`src/rtl/bmi_calc.sv`:
```
`default_nettype none
// ============================================================================
// Module   : bmi_calc
// Function : Reads height/weight for one user from the store and computes
//            BMI x10 with a bit-serial restoring divider, then classifies it.
// Revision : 1.0
// ============================================================================
module bmi_calc #(
  parameter int IDX_W  = 5,
  parameter int DATA_W = 32,
  parameter int OP_W   = 16,
  parameter int NUM_W  = 34,
  parameter int SCALE  = 100000
) (
  input  logic              clk,
  input  logic              reset,
  input  logic              start,
  input  logic [IDX_W-1:0]  user_index,
  output logic [IDX_W-1:0]  mem_index,
  input  logic [DATA_W-1:0] height_in,
  input  logic [DATA_W-1:0] weight_in,
  output logic              busy,
  output logic              done,
  output logic [15:0]       bmi_x10,
  output logic [1:0]        category,
  output logic              error
);

  localparam int CNT_W = $clog2(NUM_W);
  localparam int DIV_W = 2 * OP_W;
  localparam logic [NUM_W-1:0] SCALE_N  = NUM_W'(SCALE);
  localparam logic [CNT_W-1:0] LAST_CNT = CNT_W'(NUM_W - 1);

  typedef enum logic [2:0] {
    IDLE  = 3'd0,
    FETCH = 3'd1,
    SETUP = 3'd2,
    DIV   = 3'd3,
    DONE  = 3'd4
  } state_t;

  state_t state, state_nxt;

  logic [OP_W-1:0]  height, weight;
  logic [NUM_W-1:0] numer, quot, quot_nxt;
  logic [DIV_W-1:0] divisor, rem, rem_nxt;
  logic [DIV_W:0]   rem_shift, rem_diff;
  logic [CNT_W-1:0] count;
  logic             qbit, last_step, op_bad;
  logic [15:0]      bmi_sat;
  logic [1:0]       cat_nxt;

  // Upper operand bits must be clear and height must be nonzero.
  assign op_bad = (height_in[OP_W-1:0] == '0) ||
                  (|height_in[DATA_W-1:OP_W]) ||
                  (|weight_in[DATA_W-1:OP_W]);

  // One restoring division step, MSB of the numerator first.
  assign rem_shift = {rem, numer[NUM_W-1]};
  assign rem_diff  = rem_shift - {1'b0, divisor};
  assign qbit      = (rem_shift >= {1'b0, divisor});
  assign rem_nxt   = qbit ? rem_diff[DIV_W-1:0] : rem_shift[DIV_W-1:0];
  assign quot_nxt  = {quot[NUM_W-2:0], qbit};
  assign last_step = (count == LAST_CNT);

  assign bmi_sat = (|quot_nxt[NUM_W-1:16]) ? 16'hFFFF : quot_nxt[15:0];

  always_comb begin
    cat_nxt = 2'd0;
    if (bmi_sat >= 16'd300)      cat_nxt = 2'd3;
    else if (bmi_sat >= 16'd250) cat_nxt = 2'd2;
    else if (bmi_sat >= 16'd185) cat_nxt = 2'd1;
  end

  always_ff @(posedge clk or posedge reset) begin
    if (reset) state <= IDLE;
    else       state <= state_nxt;
  end

  always_comb begin
    state_nxt = state;
    case (state)
      IDLE:    if (start) state_nxt = FETCH;
      FETCH:   state_nxt = op_bad ? DONE : SETUP;
      SETUP:   state_nxt = DIV;
      DIV:     if (last_step) state_nxt = DONE;
      DONE:    state_nxt = IDLE;
      default: state_nxt = IDLE;
    endcase
  end

  always_ff @(posedge clk or posedge reset) begin
    if (reset) begin
      mem_index <= '0;
      busy      <= 1'b0;
      done      <= 1'b0;
      bmi_x10   <= '0;
      category  <= '0;
      error     <= 1'b0;
      height    <= '0;
      weight    <= '0;
      numer     <= '0;
      divisor   <= '0;
      rem       <= '0;
      quot      <= '0;
      count     <= '0;
    end else begin
      case (state)
        IDLE: begin
          if (start) begin
            mem_index <= user_index;
            busy      <= 1'b1;
          end
        end
        FETCH: begin
          height <= height_in[OP_W-1:0];
          weight <= weight_in[OP_W-1:0];
          if (op_bad) begin
            bmi_x10  <= '0;
            category <= '0;
            error    <= 1'b1;
            done     <= 1'b1;
          end
        end
        SETUP: begin
          numer   <= NUM_W'(weight) * SCALE_N;
          divisor <= DIV_W'(height) * DIV_W'(height);
          rem     <= '0;
          quot    <= '0;
          count   <= '0;
        end
        DIV: begin
          numer <= numer << 1;
          rem   <= rem_nxt;
          quot  <= quot_nxt;
          count <= count + CNT_W'(1);
          if (last_step) begin
            bmi_x10  <= bmi_sat;
            category <= cat_nxt;
            error    <= 1'b0;
            done     <= 1'b1;
          end
        end
        DONE: begin
          done <= 1'b0;
          busy <= 1'b0;
        end
        default: ;
      endcase
    end
  end

endmodule
`default_nettype wire

```
`config.mk`:
```
export PLATFORM = sky130hd
export DESIGN_NAME = bmi_calc
export DESIGN_NICKNAME = d
export VERILOG_FILES = /design/src/rtl/bmi_calc.sv
export SDC_FILE = /design/constraint.sdc
export NUM_CORES = 1
export LEC_CHECK = 0
export ABC_AREA = 1
export CAP_MARGIN = 20
export CORE_MARGIN = 3
export CORE_UTILIZATION = 48
export DETAILED_ROUTE_END_ITERATION = 8
export PLACE_DENSITY_LB_ADDON = 0.1
export SYNTH_ARGS = -nofsm -noshare
export SYNTH_HDL_FRONTEND = slang
export SYNTH_SLANG_ARGS = --single-unit
```
`constraint.sdc`:
```
create_clock -name clk -period 6.87 [get_ports clk]
set_input_delay 1.0305 -clock clk [delete_from_list [all_inputs] [get_ports clk]]
set_output_delay 1.0305 -clock clk [all_outputs]
set_load 0.01 [all_outputs]
```
==> metrics <==
commonest non-fill, non-tap cell in the layout=inv_1; status=complete, no violations; post-CTS setup buffer count=0; Synth Net Count=around 3200; WHS Path Cells=2; ANT nets after route=0; DR vias=17190; Syn Inst Count=2725; Rel. slew slack=28.87%; crit path DAT=6560 ps; kind of cell adding the most delay to the critical path=adder cells; CTS tree=yes; GPL Wtd Cong=0.9280; via count of the first global-routing pass=17430; Slew Viols, Final=0; min setup slack post-route=~650 ps; Residual DRC=0; Most common cell on crit path=inv_1; synth unique cells=47; io pins=98; Layout Cells excl Fill=between 3000 and 4000; most frequent cells in the layout=618 x inv_1, 581 x nand2_1, 238 x ha_1; Starting DRT DRC Count=1051; Setup violations, final=0; Max-Cap Viols=0; synthesis-to-finish area growth=9.690%; CP Launch Type=flip-flop; Clock transition at path regs=approximately 90 ps; cts-stage hold buffer count=0; gr usage total=23.74%; Cells after DPL=3337; Worst-Skew Late Latency=490 ps; diode count=0; Bufs and invs on worst path=7; final setup TNS=0 ps; Crit-path slowest cell=dfrtp_1; first-pass GRT wire length=89.20 mm; initial antenna violation count=0; worst path required time=7210 ps; vias per cell=5.103; fin nets=roughly 3300; Root Buffer=clkbuf_16; First-pass DRT Iterations=5; post-DP HPWL=43.22 mm; WL per Instance=15.95 µm; clock tree sinks=roughly 190; starting density of the core=between 40% and 50%; Setup Skew=27.21 ps; YS warnings=0; worst reg-to-reg path cell count=22; area of the core=0.04327 mm²; Final min period=between 6000 and 7000 ps; CP Depth=22; Max Buffers Root-to-Sink=2; Max Clk Rate=0.1607 GHz; period utilization=90.59%; Filler cells=4197; Synth Area per Inst=7.762 µm²; chip height=215.9 µm; FP Rows=76; layout cells sized above 1=2.982%; HP Class=reg -> reg; TritonCTS Buffers=17; worst slew pin tran=1064 ps; final core utilization=53.62%; FF+latch count, synth=about 190; Die Width=215.9 µm; crit path kind=reg -> reg; total grt overflow=0; H-tree depth=4; Critical Path Max Stage Delay=810 ps; unrepaired setup endpoints after global routing=false; register area share after synthesis=22.72%; Total Routed Length=53.71 mm; largest net degree at the start of global routing=112; CP cell instances=inv_1, fa_1, inv_1, fa_1, inv_1, fa_1, inv_1, fa_1, fa_1, inv_1, fa_1, inv_1, ha_1, a21oi_1, o21ai_0, a21oi_1, inv_1, nand2_1, nand3_1, or2_2, nand3_1, o21ai_0; Crit Path Max Fanout=16; critical path endpoint category=flip-flop; full die area=~0.047 mm²; PortBufs=slightly below 100; Hold Fails Final Rpt=0; Cell Area, Synth=0.02115 mm²; post-CTS sizing=0; DP Worst Slack=746.8 ps
==> synth_stat cells, drive strengths merged <==
cell type    n  area share (%)
a21boi       2           0.071
a21o         8            0.28
a21oi      116             2.7
a22o         4            0.17
a31o         2           0.083
a31oi       12            0.35
and2         1           0.030
and3         3           0.089
buf         13            0.37
clkbuf      65             1.2
dfrtp      192              23
fa         208              20
ha         238              14
inv        625              11
mux2         6            0.32
nand2      584              10
nand3       95             2.3
nand3b       4            0.14
nand4       26            0.77
nor2       179             3.2
nor3        23            0.54
nor3b        1           0.036
nor4        11            0.33
o211ai       9            0.32
o21a         2           0.071
o21ai      158             3.8
o21bai      18            0.66
o221ai      11            0.46
o22ai       42             1.2
o311ai       1           0.041
or2         22            0.65
xnor2       20            0.83
xor2        24            0.99
==> cell type report <==
cell class | instances | area, µm² | share of cell area (%)
Clock buffer | 18 | 439.2 | 1.893
Clock inverter | 13 | 143.9 | 0.6202
Inverter | 625 | 2354 | 10.14
Multi-Input combinational cell | 1830 | 13700 | 59.03
Sequential cell | 192 | 4805 | 20.71
Tap cell | 585 | 732.0 | 3.155
Timing Repair Buffer | 105 | 1031 | 4.444
==> path summary, 6_finish.rpt <==
path	from	to	slack, ps
max in group asynchronous	reset	quot[31]$_DFFE_PP0P_	4620
min	bmi_x10[1]$_DFFE_PP0P_	bmi_x10[1]$_DFFE_PP0P_	470
max reg2reg	height[7]$_DFFE_PP0N_	divisor[23]$_DFFE_PP0P_	650
min in group asynchronous	reset	weight[10]$_DFFE_PP0N_	1070
min reg2reg	bmi_x10[1]$_DFFE_PP0P_	bmi_x10[1]$_DFFE_PP0P_	470
max	height[7]$_DFFE_PP0N_	divisor[23]$_DFFE_PP0P_	650
==> metrics by stage <==
step                instance area (µm²)  hold WS (ps)
detailed placement                22620         458.1
CTS                               23200         477.5
finish                            23200         470.9
global placement                  22620         453.6
global route                      23200         493.6
floorplan                         21150         448.9
==> cells by family (layout without fill, tap and decap cells) <==
family,after synthesis,in the layout,synth area share (%)
simple gates,949,949,18.52
buf+inv,703,761,12.61
fa+ha+maj,446,446,33.77
compound gates,385,385,10.25
flops,192,192,22.72
xor+xnor,44,44,1.822
mux,6,6,0.3194
==> tightest hold or removal path, stage by stage (launching register included) <==
cell and delay [ps]:
dfrtp_1 350, nand2_1 50, nand2_1 40
==> state kept, by name, indices dropped and copies added (netlist names), 2 cells and up <==
signal and count:
quot 33, rem 32, divisor 31, numer 29, bmi_x10 16, height 16
weight 16, count 6, mem_index 5, state 3, category 2
==> metal layers <==
layer / vias to the layer above / wire length, µm / GRT usage (%)
met5: - / 0 / 0
met4: 0 / 815 / 5.121
met3: 47 / 2557 / 3.985
met2: 347 / 24200 / 37.64
met1: 8224 / 26140 / 34.44
li1: 8568 / - / -
Power is left out: the tool's default activity adds up to more than one toggle a clock period on the data nets, which glitch-free logic cannot reach.
